[config.mk]
export PLATFORM = sky130hd
export DESIGN_NAME = l1_mem_arbiter
export DESIGN_NICKNAME = d
export VERILOG_FILES = /design/src/rtl/l1_mem_arbiter.sv
export SDC_FILE = /design/constraint.sdc
export NUM_CORES = 1
export LEC_CHECK = 0
export ABC_AREA = 1
export CORE_AREA = 2 2 531 533
export DETAILED_ROUTE_END_ITERATION = 10
export DIE_AREA = 0 0 533 535
export GPL_TIMING_DRIVEN = 0
export SYNTH_ARGS = -nofsm -noshare
export SYNTH_HDL_FRONTEND = slang
export SYNTH_SLANG_ARGS = --single-unit
[constraint.sdc]
create_clock -name clock -period 1.6 [get_ports clock]
set_clock_uncertainty 0.15 [all_clocks]
set_input_delay 0.48 -clock clock [delete_from_list [all_inputs] [get_ports clock]]
set_output_delay 0.48 -clock clock [all_outputs]
set_load 0.005 [all_outputs]
[src/rtl/l1_mem_arbiter.sv]
// Arbitrates the single main-memory block port between the L1 icache (reads)
// and the L1 dcache (reads and dirty write-backs), round-robin plus write-back lock.
module l1_mem_arbiter #(
    parameter int BLOCK_ADDR_W = 26,
    parameter int BLOCK_W      = 256
) (
    input  logic                    clock,
    input  logic                    reset,
    input  logic                    iRen,
    input  logic [BLOCK_ADDR_W-1:0] iBlockAddr,
    output logic                    iReadReady,
    output logic [BLOCK_W-1:0]      iDout,
    input  logic                    dRen,
    input  logic                    dWen,
    input  logic [BLOCK_ADDR_W-1:0] dBlockAddr,
    input  logic [BLOCK_W-1:0]      dDin,
    output logic                    dReadReady,
    output logic                    dWriteDone,
    output logic [BLOCK_W-1:0]      dDout,
    output logic                    memRen,
    output logic                    memWen,
    output logic [BLOCK_ADDR_W-1:0] BlockAddr,
    output logic [BLOCK_W-1:0]      memDin,
    input  logic                    memReadReady,
    input  logic                    memWriteDone,
    input  logic [BLOCK_W-1:0]      memDout
);

    typedef enum logic [1:0] {IDLE, GNT_I, GNT_D, DRAIN} state_t;

    state_t                  state, state_n;
    logic                    last_gnt, last_gnt_n;
    logic                    d_lock, d_lock_n;
    logic                    gnt_d, gnt_d_n;
    logic                    ren_n, wen_n;
    logic [BLOCK_ADDR_W-1:0] addr_n;
    logic [BLOCK_W-1:0]      din_n, idout_n, ddout_n;
    logic                    i_rdy_n, d_rdy_n, d_wdone_n;
    logic                    req_i, req_d, grant_i, grant_d, withdrawn;

    // A requester whose completion pulse is showing has not yet dropped its
    // level request; mask it so the stale level is not re-granted.
    assign req_i = iRen & ~iReadReady;
    assign req_d = (dRen | dWen) & ~dReadReady & ~dWriteDone;

    always_comb begin
        state_n    = state;
        last_gnt_n = last_gnt;
        d_lock_n   = d_lock;
        gnt_d_n    = gnt_d;
        ren_n      = memRen;
        wen_n      = memWen;
        addr_n     = BlockAddr;
        din_n      = memDin;
        idout_n    = iDout;
        ddout_n    = dDout;
        i_rdy_n    = 1'b0;
        d_rdy_n    = 1'b0;
        d_wdone_n  = 1'b0;
        grant_i    = 1'b0;
        grant_d    = 1'b0;
        withdrawn  = 1'b0;

        case (state)
            IDLE: begin
                // While dWriteDone shows, the dcache cannot yet raise its refill;
                // hold the bus so the lock is judged on its next request.
                if (!(d_lock && dWriteDone)) begin
                    if (d_lock && req_d) begin
                        grant_d = 1'b1;
                    end else begin
                        d_lock_n = 1'b0;
                        if (req_i && req_d) begin
                            grant_i = last_gnt;
                            grant_d = ~last_gnt;
                        end else begin
                            grant_i = req_i;
                            grant_d = req_d;
                        end
                    end
                end
                if (grant_i) begin
                    state_n = GNT_I;
                    gnt_d_n = 1'b0;
                    ren_n   = 1'b1;
                    addr_n  = iBlockAddr;
                end
                if (grant_d) begin
                    state_n = GNT_D;
                    gnt_d_n = 1'b1;
                    addr_n  = dBlockAddr;
                    if (dWen) begin
                        wen_n = 1'b1;
                        din_n = dDin;
                    end else begin
                        ren_n = 1'b1;
                    end
                end
            end
            GNT_I: begin
                if (memReadReady) begin
                    ren_n      = 1'b0;
                    state_n    = IDLE;
                    last_gnt_n = 1'b0;
                    d_lock_n   = 1'b0;
                    if (iRen) begin
                        i_rdy_n = 1'b1;
                        idout_n = memDout;
                    end
                end else if (!iRen) begin
                    state_n = DRAIN;
                end
            end
            GNT_D: begin
                withdrawn = memWen ? ~dWen : ~dRen;
                if (memWen && memWriteDone) begin
                    wen_n      = 1'b0;
                    state_n    = IDLE;
                    last_gnt_n = 1'b1;
                    if (!withdrawn) begin
                        d_wdone_n = 1'b1;
                        d_lock_n  = 1'b1;
                    end
                end else if (memRen && memReadReady) begin
                    ren_n      = 1'b0;
                    state_n    = IDLE;
                    last_gnt_n = 1'b1;
                    d_lock_n   = 1'b0;
                    if (!withdrawn) begin
                        d_rdy_n = 1'b1;
                        ddout_n = memDout;
                    end
                end else if (withdrawn) begin
                    state_n = DRAIN;
                end
            end
            DRAIN: begin
                if ((memRen && memReadReady) || (memWen && memWriteDone)) begin
                    ren_n      = 1'b0;
                    wen_n      = 1'b0;
                    state_n    = IDLE;
                    last_gnt_n = gnt_d;
                    d_lock_n   = 1'b0;
                end
            end
            default: state_n = IDLE;
        endcase
    end

    always_ff @(posedge clock or negedge reset) begin
        if (!reset) begin
            state      <= IDLE;
            last_gnt   <= 1'b1;
            d_lock     <= 1'b0;
            gnt_d      <= 1'b0;
            memRen     <= 1'b0;
            memWen     <= 1'b0;
            BlockAddr  <= '0;
            memDin     <= '0;
            iReadReady <= 1'b0;
            dReadReady <= 1'b0;
            dWriteDone <= 1'b0;
            iDout      <= '0;
            dDout      <= '0;
        end else begin
            state      <= state_n;
            last_gnt   <= last_gnt_n;
            d_lock     <= d_lock_n;
            gnt_d      <= gnt_d_n;
            memRen     <= ren_n;
            memWen     <= wen_n;
            BlockAddr  <= addr_n;
            memDin     <= din_n;
            iReadReady <= i_rdy_n;
            dReadReady <= d_rdy_n;
            dWriteDone <= d_wdone_n;
            iDout      <= idout_n;
            dDout      <= ddout_n;
        end
    end

endmodule

* Word-level counts from Yosys, hierarchy flattened *
Cells that the tools add are included.

word-level totals
  flip-flop bits (word level) = 804
  bits in latches = 0
  bits in writable memories = 0
  ROM bits = 0
  input port bits = 571
  output and inout bits = 799
  logic and storage cells = 113
  memories kept = 0

cells by class
  add/subtract/negate cells = 0
  multiply operators = 0
  div/mod/pow operators = 0
  magnitude comparators = 0
  eq/ne operators = 17
  shifts and indexed selects = 0
  muxes and demuxes = 52
  bitwise gates (word level) = 12
  reduce and logical (&&, ||, !) cells = 19

operators with widths
  cell                                                  count
  two-way mux 26 bit                                    2
  two-way mux 1 bit                                     37
  inequality test 2 bit (second input constant)         9
  two-way mux 2 bit                                     8
  AND reduction 4 bit                                   4
  inequality test 3 bit (second input constant)         4
  inverter 1 bit                                        8
  one-hot mux 1 bit (4 select lines)                    2
  one-hot mux 2 bit (4 select lines)                    1
  one-hot mux 1 bit (3 select lines)                    2
  AND reduction 3 bit                                   2
  AND reduction 6 bit                                   1
  nonzero test 3 bit                                    2
  logical AND 1 bit                                     5
  AND reduction 5 bit                                   1
  equality test 2 bit (second input constant)           2
  inequality test 4 bit (second input constant)         1
  AND 1 bit                                             3
  equality test 2 x 1 -> 1 bit (second input constant)  1
  logical NOT 2 bit                                     1
  AND reduction 2 bit                                   1
  nonzero test 2 bit                                    1
  logical OR 1 bit                                      1
  OR 1 bit                                              1

* Logic depth before layout (Yosys ltp) *
  word-level depth = 12
  depth in mapped cells = 11
  gate-level depth less buffers = 9

* Worst setup path before layout *
OpenSTA, ideal clock, no wires.

  path kind = input -> register
  from = in dWen
  to = reg memDin[216]
  library setup time = 0.116 ns
  arrival time = 1.502 ns
  data required time = 1.334 ns
  slack = -0.168 ns
  stages = 11
  path buffers = 2
  path through = inv_2 nand2_1 nand2_1 nor2_2 nand2_2 nor2_4 inv_2 buf_6 buf_2 nand2_1 nand2_1

between the ends
  cells in the longest elaborated chain, start to end = 9
  elaborated cells between the ends (all ways) = 10
  classes of those cells = 4 x mux; 3 x bitwise; 3 x reduce/logical

RTL lines
  what                                    line  RTL
  start, declared                         14    input logic dWen,
  OR 1 bit                                44    assign req_d = (dRen | dWen) & ~dReadReady & ~dWriteDone;
  AND 1 bit (2 in a row)                  44
  logical AND 1 bit                       73    if (req_i && req_d) begin
  two-way mux 1 bit                       73
  two-way mux 1 bit                       69    if (d_lock && req_d) begin
  two-way mux 1 bit                       68    if (!(d_lock && dWriteDone)) begin
  two-way mux 1 bit                       64    case (state)
  AND reduction 3 bit (no source line) *  n/a
  end signal, assigned                    173   memDin <= din_n;
  end, declared                           23    output logic [BLOCK_W-1:0] memDin,

Every way passes the cells marked *; elsewhere a longest branch is shown, timed or not. The select of a mux whose other input is x is not followed.
A chain may end at the register's enable or synchronous reset.

* Worst setup path after layout *
  from = reg memDin[26]
  to = out memDin[26]

No word-level cell between the ends.

==> metrics <==
sequential cell area 20140 µm²; Max Freq 477.7 MHz; Tmin final 2093 ps; most frequent cells in the layout nand2_1, dfrtp_1, clkdlybuf4s50_1, clkbuf_2, buf_4; design area 57650 µm²; CP max stage delay 490 ps; Die Ht 535 µm; Max H-tree Level 3; Pwr Density 1831 nW/µm²; met2 usage 27.09%; Final Slew Violations 0; post-layout util 20.67%; post-synth top area cell dfrtp_1; share of Yosys cell area claimed by the top area cell type 65.80%; Combinational Power Share 42.8%; top post-synthesis cells by area dfrtp_1, nand2_1, o21ai_1; CTS buffer count 100; final hold violations 283; largest net degree at the start of global routing 111; synthesized area per cell 9.285 µm²; hold_ws -618.4 ps; Tcrit/Tclk final 130.8%; worst endpoint required time 970 ps; gpl congestion 0.9083; Cell Area, Synth 30540 µm²; setup violators final 1595; most common cell after layout, fill and taps aside nand2_1; Final ANT Viol Nets 0; Flop pwr share 34.1%; clock transition at the registers of the reported paths 60 ps; share of layout cells above drive strength 1 32.10%; drt total wl 241700 µm; Std-Cell Rows 194; Pre-Repair DR Iteration Count 5; status finished, violations left; worst rel slew slack 57.13%; post-placement cell count 8391; Worst-Margin Slew 643.1 ps; setup total negative slack -528930 ps; sequential share of the synthesized area 65.88%; CP top delay family flip-flops; area of the multi-input gates 8906 µm²; nets 5892; CTS tree built; Worst Hold Class in -> async; Buf/Inv on CP 1; leakage power 28.95 nW; vias in the first global route 31150; Slowest-stage cell, CP dfrtp_2; GR Util met1 15.20%; first-pass GRT wire length 298800 µm; Netlist cell types 23; via count 32150; area delta synth->final 88.77%; yosys warns 0; worst ir drop on vdd 1.087 mV; switching power 39.44 mW; maxcap violations 0; I/O Pins 1370; drt via density 3.506; initial antenna violation count 165; CTS root buffer clkbuf_16; crit-path cells buf_6; unrepaired setup endpoints after global routing true; final setup margin -493.4 ps; syn nets 3860; overall routing resource usage 15.72%; Clock Power Share 23.2%; die area 285200 µm²; Worst path depth 1; sw frac 37.36%; PortBufs 1369; Internal 66.13 mW; 1st-iter DRT viols 1933; Final Non-Filler Cells 9170; cts hold-fix bufs 141; endpoint class of the critical path output pin; FF-to-FF path depth 12; busiest layer in global routing met2; failing checks hold timing, setup timing; CTS Buffer Depth 4; WL/cell 26.36 µm; number of remaining DRC errors 0; filler instances 30760; detailed placement HPWL 187500 µm; CORE AREA 278900 µm²; total grt overflow 0; DIE WIDTH 533 µm; critical path startpoint category register; crit-path max FO 2; Worst Path Arrival 1460 ps; critical setup path kind reg -> out; worst slack at placement -2468 ps; placed cell areas 49250 µm²; starting density of the core 10.95%; met3 Resource Use GR 8.271%; Mapped Cells 3289; Yosys reg bits 804; worst skew pair latency 790 ps; CTS sink cnt 804
-- kinds of logic after synthesis --
| group | after synthesis | synth area share [%] |
|---|---|---|
| AO/OA/AOI/OAI | 517 | 8.485 |
| buffers and inverters | 461 | 6.867 |
| flip-flops | 804 | 65.88 |
| AND/OR/NAND/NOR | 1507 | 18.76 |
-- per-stage QoR --
step	total power, mW	hold WS (ps)
2_1_floorplan	46.29	34.41
3_3_place_gp	77.44	303.5
3_5_place_dp	77.73	307.8
4_1_cts	100.1	-671.8
5_1_grt	111.3	-661.5
6_report	105.6	-618.4
-- registers in the layout, summed over array words and instances, names as in the netlist --
name        count
d_lock          1
state           2
memRen          1
memWen          1
BlockAddr      26
dReadReady      1
dWriteDone      1
iDout         256
dDout         256
gnt_d           1
last_gnt        1
memDin        256
iReadReady      1
-- final timing paths --
kind                                        start                endpoint  slack [ps]
max                        memDin[26]$_DFFE_PN0P_              memDin[26]        -490
min                                         reset  memDin[75]$_DFFE_PN0P_        -620
max reg2reg                  dWriteDone$_DFF_PN0_  memDin[99]$_DFFE_PN0P_        -430
min reg2reg                memDin[12]$_DFFE_PN0P_  memDin[12]$_DFFE_PN0P_         320
max in group asynchronous                   reset  iDout[140]$_DFFE_PN0P_         140
min in group clock                   memDout[198]  iDout[198]$_DFFE_PN0P_          80
-- power groups by stage --
stage	Sequential, mW	Combinational [mW]	Clock [mW]
2_1_floorplan	35.5	10.8	0
3_3_place_gp	35.6	41.8	0
3_5_place_dp	35.5	42.3	0
4_1_cts	35.2	39.7	25.1
5_1_grt	36.7	48.8	25.8
6_report	36.0	45.2	24.4
-- Yosys cell counts --
master / instances
nand2_1: 1446
dfrtp_1: 803
inv_1: 275
o21ai_1: 263
o21ai_0: 252
buf_2: 68
clkbuf_1: 56
nand3_1: 35
buf_4: 29
buf_6: 23
nor2_1: 19
buf_1: 5
inv_2: 4
nand4_1: 2
a21oi_1: 1
clkinv_1: 1
dfstp_2: 1
nand2_2: 1
nand3_2: 1
nor2_2: 1
nor2_4: 1
nor3_2: 1
o2111ai_1: 1
-- per-layer routing --
layer | vias to the layer above | wire length, µm
li1 | 14360 | -
met1 | 15360 | 79320
met4 | 108 | 17740
met5 | - | 727
met2 | 1720 | 115200
met3 | 600 | 28770
-- cell type report --
class,count,share of cell area [%]
clock inverters,47,1.020
repair buffers,1930,29.32
multi-input cells,2024,15.45
plain buffers,179,4.065
repair inverters,2,0.08030
clock buffers,133,4.937
well taps,3724,8.082
inverters,280,1.914
diodes,47,0.2040
flip-flops and latches,804,34.93
-- repair_timing --
item | CTS | global route
resized for setup | 2090 | 1698
hold endpoints to repair | 468 | 321
pin swaps | 9 | 7
setup buffers | 62 | 288
cloned | 28 | 37
setup endpoints to repair | 1797 | 1787
(Power assumes the default switching activity.)
